$ cat src/rtl/disp_source_sched.sv
// disp_source_sched: round-robin scheduler that time-shares the two-digit hex
// display between NUM_SRC 8-bit sources. Each valid source is shown for DWELL
// cycles. hold freezes the dwell count, and step forces a manual advance.
module disp_source_sched #(
  parameter int NUM_SRC = 4,
  parameter int DWELL   = 50_000_000
) (
  input  logic                       clk,
  input  logic                       rst_n,
  input  logic [NUM_SRC*8-1:0]       src_data,
  input  logic [NUM_SRC-1:0]         src_valid,
  input  logic                       hold,
  input  logic                       step,
  output logic [7:0]                 data_out,
  output logic [$clog2(NUM_SRC)-1:0] sel,
  output logic                       blank,
  output logic                       switched
);

  localparam int SW = $clog2(NUM_SRC);
  localparam int VW = 1 << SW;           // index space padded to a power of two
  localparam int CW = $clog2(DWELL);
  localparam logic [CW-1:0] DWELL_LAST = CW'(DWELL - 1);

  typedef enum logic [1:0] {IDLE, SHOW, ADVANCE} state_t;

  state_t         state_reg, state_next;
  logic [SW-1:0]  sel_reg, sel_next;
  logic [7:0]     data_out_reg, data_out_next;
  logic           blank_reg, blank_next;
  logic           switched_reg, switched_next;
  logic [CW-1:0]  cnt_reg, cnt_next;
  logic           step_q_reg;

  logic [7:0]     src_bytes [VW];
  logic [VW-1:0]  valid_ext;
  logic [SW-1:0]  low_idx;
  logic [SW-1:0]  next_idx;
  logic           any_valid;
  logic           step_edge;

  // Split the flat source bus into bytes. Padding slots beyond NUM_SRC read as
  // zero and are never valid, so sel can never settle on them.
  generate
    for (genvar gi = 0; gi < VW; gi++) begin : g_bytes
      if (gi < NUM_SRC) begin : g_real
        assign src_bytes[gi] = src_data[gi*8 +: 8];
      end else begin : g_pad
        assign src_bytes[gi] = 8'h00;
      end
    end
  endgenerate

  assign valid_ext = VW'(src_valid);
  assign any_valid = |src_valid;
  assign step_edge = step & ~step_q_reg;

  // Lowest valid index, used when leaving IDLE.
  always_comb begin
    logic [SW-1:0] cand;
    low_idx = '0;
    for (int i = NUM_SRC - 1; i >= 0; i--) begin
      cand = SW'(i);
      if (valid_ext[cand]) low_idx = cand;
    end
  end

  // First valid index after sel_reg, wrapping modulo NUM_SRC. The last
  // candidate examined is sel_reg itself, so a lone valid source keeps its slot.
  always_comb begin
    logic [SW-1:0] cand;
    next_idx = sel_reg;
    for (int k = NUM_SRC; k >= 1; k--) begin
      cand = SW'((int'(sel_reg) + k) % NUM_SRC);
      if (valid_ext[cand]) next_idx = cand;
    end
  end

  // Next-state and registered-output logic.
  always_comb begin
    state_next    = state_reg;
    sel_next      = sel_reg;
    data_out_next = data_out_reg;
    blank_next    = blank_reg;
    switched_next = 1'b0;
    cnt_next      = cnt_reg;
    case (state_reg)
      IDLE: begin
        blank_next    = 1'b1;
        data_out_next = 8'h00;
        cnt_next      = '0;
        if (any_valid) begin
          sel_next      = low_idx;
          switched_next = 1'b1;
          state_next    = SHOW;
        end
      end
      SHOW: begin
        blank_next    = 1'b0;
        data_out_next = src_bytes[sel_reg];
        if (!any_valid) begin
          // Blank on the same edge that IDLE is entered.
          blank_next    = 1'b1;
          data_out_next = 8'h00;
          cnt_next      = '0;
          state_next    = IDLE;
        end else if (!valid_ext[sel_reg] || step_edge ||
                     (cnt_reg == DWELL_LAST && !hold)) begin
          state_next = ADVANCE;
        end else if (!hold) begin
          cnt_next = cnt_reg + 1'b1;
        end
      end
      ADVANCE: begin
        cnt_next = '0;
        if (!any_valid) begin
          blank_next    = 1'b1;
          data_out_next = 8'h00;
          state_next    = IDLE;
        end else begin
          sel_next      = next_idx;
          switched_next = (next_idx != sel_reg);
          state_next    = SHOW;
        end
      end
      default: begin
        state_next = IDLE;
      end
    endcase
  end

  // State and output registers; reset takes effect without a clock edge.
  always_ff @(posedge clk or negedge rst_n) begin
    if (!rst_n) begin
      state_reg    <= IDLE;
      sel_reg      <= '0;
      data_out_reg <= 8'h00;
      blank_reg    <= 1'b1;
      switched_reg <= 1'b0;
      cnt_reg      <= '0;
      step_q_reg   <= 1'b0;
    end else begin
      state_reg    <= state_next;
      sel_reg      <= sel_next;
      data_out_reg <= data_out_next;
      blank_reg    <= blank_next;
      switched_reg <= switched_next;
      cnt_reg      <= cnt_next;
      step_q_reg   <= step;
    end
  end

  assign data_out = data_out_reg;
  assign sel      = sel_reg;
  assign blank    = blank_reg;
  assign switched = switched_reg;

endmodule

$ cat config.mk
export PLATFORM = sky130hd
export DESIGN_NAME = disp_source_sched
export DESIGN_NICKNAME = d
export VERILOG_FILES = /design/src/rtl/disp_source_sched.sv
export SDC_FILE = /design/constraint.sdc
export NUM_CORES = 1
export LEC_CHECK = 0
export BUFFER_PORTS_ARGS = -buffer_cell sky130_fd_sc_hd__buf_2
export CAP_MARGIN = 20
export CORE_MARGIN = 3
export CORE_UTILIZATION = 25
export CTS_BUF_LIST = sky130_fd_sc_hd__clkbuf_16
export DETAILED_ROUTE_END_ITERATION = 8
export PLACE_DENSITY = 0.52
export SLEW_MARGIN = 30
export SYNTH_ARGS = -nofsm -noshare
export SYNTH_HDL_FRONTEND = slang
export SYNTH_SLANG_ARGS = --single-unit
$ cat constraint.sdc
create_clock -name clk -period 2.95 [get_ports clk]
set_input_delay 0.295 -clock clk [delete_from_list [all_inputs] [get_ports clk]]
set_output_delay 0.295 -clock clk [all_outputs]
set_load 0.05 [all_outputs]
* Word-level counts from Yosys, hierarchy flattened
Index checks and enable logic that the tools add are counted.
** Cells by class
- Add/subtract/negate cells :: 5
- Order comparisons :: 6
- Eq/ne operators :: 10
- Multiplexer cells :: 42
- Bitwise logic cells :: 3
- Reduce and logical (&&, ||, !) cells :: 15
** Operators with widths (count)
- two-way mux 26 bit :: 3
- case mux 26 bit (2 select lines) :: 1
- two-way mux 8 bit :: 4
- adder 26 x 1 -> 26 bit (second input constant) :: 1
- == test 26 bit (second input constant) :: 1
- two-way mux 2 bit :: 13
- case mux 8 bit (3 select lines) :: 1
- binary-select mux 8 bit (select 2 bit) :: 1
- < comparator 2 x 3 -> 1 bit (second input constant) :: 5
- binary-select mux 1 bit (select 2 bit) :: 5
- two-way mux 1 bit :: 10
- inequality test 3 bit (second input constant) :: 3
- inequality test 2 bit (second input constant) :: 3
- case mux 2 bit (3 select lines) :: 1
- AND reduction 3 bit :: 2
- adder 2 x 1 -> 2 bit (second input constant) :: 2
- adder 2 bit (second input constant) :: 2
- case mux 2 bit (2 select lines) :: 1
- AND reduction 2 bit :: 2
- nonzero test 2 bit :: 2
- OR reduction 4 bit :: 1
- >= comparator 3 bit (second input constant) :: 1
- inverter 2 -> 3 bit :: 1
- case mux 1 bit (3 select lines) :: 1
- 12 further kinds :: 14
** Word-level totals
- Flip-flop bits (word level) :: 41
- Bits of input ports :: 40
- Output and inout bits :: 12

* Logic depth before layout (Yosys ltp)
Gate-level depths: netlist of run 1.
- Word-level depth :: 10
- Depth in mapped cells :: 8
- Depth with buffers taken out :: 6

* Worst setup path before layout of run 1
Ideal clock, no wire load.
- Kind :: register to register
- Start :: reg sel_reg[1], in the netlist sel[1]
- End :: reg cnt_reg[16]
- Setup time :: 78 ps
- Arrival time :: 2096 ps
- Required time :: 2872 ps
- Path slack :: 776 ps
- Stages on the path, launching flop included :: 8
- Cells stage by stage :: dfrtp_1 buf_4 mux4_2 nand3_1 a21o_2 buf_6 or4_1 a21oi_1
** Between the ends
- Longest elaborated chain between the ends :: 7
** Ends and longest elaborated chain
- start: declaration :: line 28 : logic [SW-1:0] sel_reg, sel_next;
- start signal: assignment :: line 144 : sel_reg <= sel_next;
- binary-select mux 1 bit (select 2 bit) :: line 107 : end else if (!valid_ext[sel_reg] || step_edge ||
- two-way mux 1 bit (implied by the code) :: line 107
- logical NOT 1 bit :: line 107
- logical OR 1 bit (2 in series) :: line 107
- inequality test 3 bit (no line)
- AND reduction 3 bit (no line)
- end signal: assignment :: line 148 : cnt_reg <= cnt_next;
- end: declaration :: line 32 : logic [CW-1:0] cnt_reg, cnt_next;
Every way passes these cells. The select of a mux whose other input is x is not followed.
A chain may end at the register's enable or synchronous reset.

* Final worst setup path of run 1
- Start :: reg cnt_reg[0]
- End :: reg cnt_reg[17]
** Between the ends
- Longest elaborated chain between the ends :: 5
- Elaborated cells on any way between the ends :: 10
- Those cells by class :: 1 x add/sub; 2 x eq/ne; 4 x mux; 3 x reduce/logical
** Ends and longest elaborated chain (line)
- adder 26 x 1 -> 26 bit / == test 26 bit (equally long branches) :: 111, 108
- two-way mux 26 bit / logical AND 1 bit (equally long branches) :: 110, 108
- two-way mux 26 bit / logical OR 1 bit (equally long branches) :: 107
- two-way mux 26 bit / inequality test 3 bit (equally long branches)
- case mux 26 bit (2 select lines) / AND reduction 3 bit (equally long branches)
Several ways; a longest one is shown, not always the timed one. The select of a mux whose other input is x is not followed.

==> results.toml, run 1 <==
[logic_synthesis]
synth.largest_area_cell = "dfrtp_1"
synth-seq-area-share_pct = 40.7
synth_top_cell_area_share_pct = 39.7
synth_area_mm2 = 0.00252
yosys_most_used_dff = "dfrtp_1"
synthTopCellsByArea = "dfrtp_1 40%, mux4_2 8.0%, a31oi_1 7.9%"
yosys_warnings = 0
synth_common_cells = "40 x dfrtp_1, 32 x a31oi_1, 22 x nand2_1"
syn-num-nets = 291
ys_types = 53
syn-instance-count = 250
synth_most_common_cell = "dfrtp_1"
synth_area_per_cell_um2 = 10.1
ys_seq_elements = 41
synth-async-reset-ratio_pct = 100
synth_edf_count = 0

[sta]
fin_tns_setup_ns = 0
fin_crit_sh_pct = 77.7
min_period_ns = 2.29
skew_ns = 0.00362
drv_slew = 0
setup_viol = 0
final_hold_viol_count = 9
worst_pin_slew_ns = 0.836
relSlewSlack_pct = 44.2
rsz0062_at_grt = "false"
setup_slack_ns = 0.658
clock.fmax_mhz = 436
whs_ns = -0.00713

[clocking]
cts_resized = 0
clock_latency_ns = 0.28
cts_setup_buffers = 0
cts_made_buffers = 5
clk_pin_slew_ns = 0.06
cts_sinks = 41
cts_tree = "done"
cts_max_level = 2
clk_root_buffer_cell = "clkbuf_16"
ctsHoldBuffers = 0
clockBufferDepth = 2

[worst_setup_path]
path_class = "reg2reg"
critPathMaxFanout = 13
required_ns = 3.15
arrival_ns = 2.49
end_kind = "register"
worstSetupStartpointType = "register"

[grt]
grt_util_met2_pct = 18.0
grt_start_max_net_pins = 42
antenna_found_initial = 0
grt_usage_pct = 11.4
gr-usage-met1_pct = 16.3
grt-ovfl-total = 0
grt_pass1_wl_um = 10800
met3_usage_pct = 2.61
grt_pass1_vias = 2152
grt_busiest_layer = "met2"

[power]
leakage_uw = 0.00130
clock_power_share_pct = 24.8
internal_power_uw = 1440
p_per_area_mw_per_mm2 = 817
seq_power_share_pct = 30.1
p_sw_share_pct = 42.2
switchingPower_uw = 1050
p_total_uw = 2490
p_comb_share_pct = 45.0
peakVddDrop_v = 0.000429

[route]
ant_nets = 0
viasPerCell = 5.11
route.detailed.drc = 0
first_iter_violations = 154
wl_um = 6140
num_vias = 2212
drtPass1Iterations = 4
wl_per_cell_um = 14.2

[layout]
diodes = 0
largest_reg_flops = 26
area_growth_syn_to_layout_pct = 20.5
drive_above_1_share_pct = 31.0
instances_no_fill = 433
fillers = 1055
fin_nets = 340

[placed_design]
place_ws_ns = 0.654
gp_congestion = 0.802
portBuffers = 51
dpl.hpwl_um = 4370
dp.cells = 425

[floorplanning]
coreArea_mm2 = 0.00977
die_area_mm2 = 0.0113
dieHeight_um = 106
row_count = 36
die_w_um = 106
initial_core_util_pct = 25.8
ios = 52

[status]
status = "finished, violations left"
violations = "hold timing"

[job]
cap_violations = 0

[min_path]
min_path_type = "in2async"
[cell families after synthesis]
| family | Yosys count | share of synthesized area (%) |
|---|---|---|
| fa+ha+maj | 1 | 0.496 |
| buf+inv | 21 | 5.11 |
| compound gates | 83 | 21.5 |
| flops | 41 | 40.7 |
| mux | 10 | 8.48 |
| simple gates | 93 | 23.3 |
| xor+xnor | 1 | 0.347 |
[final cells by class]
type | instances | area (µm²) | area share, %
clock buffer | 5 | 125 | 4.12
clock inverter | 3 | 37.5 | 1.23
inverter | 8 | 30.0 | 0.988
multi-input combinational | 188 | 1370 | 44.9
sequential | 41 | 1030 | 33.8
tap | 133 | 166 | 5.47
timing repair buffer | 55 | 288 | 9.47
[cell usage in the layout (no fill, tap or decap), types with 2 or more instances in the layout]
cell / count
a31oi_1: 32
nand4_1: 3
nor4_1: 3
nand2b_1: 5
inv_1: 9
nor2_1: 10
nand3_1: 8
nor4_2: 2
clkbuf_16: 5
and3_2: 2
buf_4: 5
dfrtp_1: 40
or2b_2: 6
a41oi_1: 4
o21a_1: 2
and3_1: 6
o22ai_1: 2
nand2_1: 22
nor4_4: 2
nor3_1: 4
o21ai_0: 10
o31ai_1: 3
a22o_1: 8
or4_1: 7
buf_2: 50
and2_1: 3
mux4_2: 9
a21oi_1: 13
o21ai_1: 2
nand3_2: 2
[through the flow]
stage	instance area [µm²]	utilization (%)	hold WS [ns]
finish	3040	31.1	-0.00713
global route	3040	31.1	0.0486
CTS	3040	31.1	0.0311
detailed placement	2880	29.4	0.331
global placement	2880	29.4	0.418
floorplan	2520	-	-0.000591
[power by group through the flow]
stage | Sequential [µW] | Combinational, µW | Clock [µW]
final | 749 | 1120 | 617
after global routing | 765 | 1230 | 661
after CTS | 751 | 1140 | 630
after detailed placement | 760 | 1130 | 0
after global placement | 759 | 1120 | 0
after floorplan | 970 | 690 | 0
[worst max-delay path, stage by stage (launching register included)]
cell,delay (ns)
dfrtp_1,0.40
ha_1,0.26
nand3_2,0.19
nor4_4,0.08
a21oi_1,0.66
buf_4,0.33
a41oi_1,0.12
a31oi_1,0.18
[layer usage]
layer  vias up  routed length [µm]
met5         -                   0
met4         0                  36
met3         5                 372
met2        69                2740
met1      1068                2990
li1       1070                   -
[worst paths after layout]
check / from / end / slack, ns / cells after the start
worst max-delay path: cnt_reg[0] / cnt_reg[17] / 0.66 / 7
worst max register to register: cnt_reg[0] / cnt_reg[17] / 0.66 / 7
worst min register to register: blank / blank / 0.46 / 2
min in group clk: step / step_q_reg / 0.13 / 1
worst min-delay path: rst_n / cnt_reg[15] / -0.007 / 1
max in group asynchronous: rst_n / blank / 2.57 / 1
No activity file was read; power rests on OpenSTA's default activity.
==> run 2, diff against run 1 <==
==> constraint.sdc (replaced) <==
create_clock -name clk -period 2.15 [get_ports clk]
set_input_delay 0.215 -clock clk [delete_from_list [all_inputs] [get_ports clk]]
set_output_delay 0.215 -clock clk [all_outputs]
set_load 0.05 [all_outputs]
==> run 2 against run 1 <==
The flow now finishes without violations. Total power is 42% higher. Cell area increased by 6.3%. Die area did not move. Global-route usage rose by 0.68 points. Clock-buffer cell count stayed put. Non-clock buffer count up 21. Clock skew rose by 0.0018 ns. Hold slack better by 0.0090 ns. Cell count rose by 4.8%. Critical endpoint is now cnt_reg[11]. Largest cell class unchanged. Highest routed layer unchanged.
==> results.toml, run 2 (synthesis results as in run 1) <==
[status]
status = "finished clean"

[clocking]
clk_pin_slew_ns = 0.06
clock_latency_ns = 0.28
clk_root_buffer_cell = "clkbuf_16"
cts_setup_buffers = 0
cts_tree = "done"
cts_resized = 0
cts_sinks = 41
cts_made_buffers = 5
ctsHoldBuffers = 0
clockBufferDepth = 2
cts_max_level = 2

[placed_design]
gp_congestion = 0.789
dpl.hpwl_um = 4720
place_ws_ns = 0.0713
portBuffers = 51

[worst_setup_path]
worstSetupStartpointType = "register"
path_class = "reg2reg"
end_kind = "register"
crit_chain = "or4b_4 > nor4_4 > a21oi_2 > and2_1 > a221o_1"
crit_family = "simple AND/OR/NAND/NOR gates"
path_buf_inv = 0
max_stage_delay_ns = 0.55
arrival_ns = 2.19
required_ns = 2.31
critPathMaxFanout = 6
critPathSlowestCell = "or4b_4"

[grt]
grt_pass1_vias = 2322
antenna_found_initial = 0
grt_usage_pct = 12.1
grt_pass1_wl_um = 11300
grt_start_max_net_pins = 33
grt-ovfl-total = 0

[layout]
area_growth_syn_to_layout_pct = 28.1
diodes = 0
fin_nets = 361
drive_above_1_share_pct = 36.4
final_cell_mix = "51 x buf_2, 39 x dfrtp_1, 32 x a31oi_1"
largest_reg_flops = 26
final_common_cell = "buf_2"

[sta]
setup_slack_ns = 0.120
clock.fmax_mhz = 493
drv_slew = 0
setup_viol = 0
whs_ns = 0.00184
fin_tns_setup_ns = 0
worst_pin_slew_ns = 0.758
rsz0062_at_grt = "false"
fin_crit_sh_pct = 94.4
relSlewSlack_pct = 49.3
final_hold_viol_count = 0
skew_ns = 0.00539
min_period_ns = 2.03

[route]
wl_um = 6540
wl_per_cell_um = 14.4
drtPass1Iterations = 4
first_iter_violations = 152
route.detailed.drc = 0
viasPerCell = 5.17
ant_nets = 0
num_vias = 2348

[floorplanning]
row_count = 36
coreArea_mm2 = 0.00977
initial_core_util_pct = 25.8
dieHeight_um = 106
ios = 52
die_area_mm2 = 0.0113
die_w_um = 106

[power]
p_per_area_mw_per_mm2 = 1090
leakage_uw = 0.00143
p_sw_share_pct = 41.5
clock_power_share_pct = 23.9
p_comb_share_pct = 47.8
seq_power_share_pct = 28.3
internal_power_uw = 2060
peakVddDrop_v = 0.000489
switchingPower_uw = 1460

[min_path]
min_path_type = "in2async"

[job]
cap_violations = 0
run 2: power by group through the flow:
stage                     combinational [µW]  clock, µW  sequential, µW
final                                   1680        841             998
after detailed placement                1700          0            1010
after global placement                  1690          0            1010
after CTS                               1700        868            1000
after global routing                    1830        898            1020
after floorplan                          947          0            1330
run 2: layer usage:
layer | global-route usage (%) | vias to the layer above | wire [µm]
li1 | - | 1114 | -
met1 | 17.0 | 1160 | 3130
met2 | 19.0 | 70 | 3000
met3 | 2.79 | 4 | 363
met4 | 2.47 | 0 | 42
met5 | 0 | - | 0
run 2: final timing paths:
check / depth (start not counted) / from / endpoint / slack, ns
worst max-delay path: 5 / cnt_reg[7] / cnt_reg[11] / 0.12
worst min-delay path: 1 / rst_n / cnt_reg[6] / 0.002
worst max register to register: 5 / cnt_reg[7] / cnt_reg[11] / 0.12
worst min register to register: 2 / blank / blank / 0.46
max in group asynchronous: 2 / rst_n / cnt_reg[20] / 1.56
min in group clk: 1 / step / step_q_reg / 0.05
run 2: worst reg2reg max path: stages, from the launching register on:
cell	delay, ns
dfrtp_1	0.38
or4b_4	0.55
nor4_4	0.32
a21oi_2	0.18
and2_1	0.19
a221o_1	0.29
run 2: per-stage QoR:
stage | power (µW) | instances | instance area, µm² | util [%]
after floorplan | 2280 | 250 | 2520 | -
after global placement | 2700 | 446 | 3050 | 31.2
after detailed placement | 2710 | 446 | 3050 | 31.2
after CTS | 3570 | 454 | 3210 | 32.8
after global routing | 3750 | 454 | 3230 | 33.1
final | 3520 | 454 | 3230 | 33.1
run 2: area by class of cell:
cell class                      instances  area [µm²]
Fill cell                            1018        6540
Inverter                                8        30.0
Multi-Input combinational cell        188        1390
Clock inverter                          3        37.5
Clock buffer                            5         125
Tap cell                              133         166
Timing Repair Buffer                   76         455
Sequential cell                        41        1030
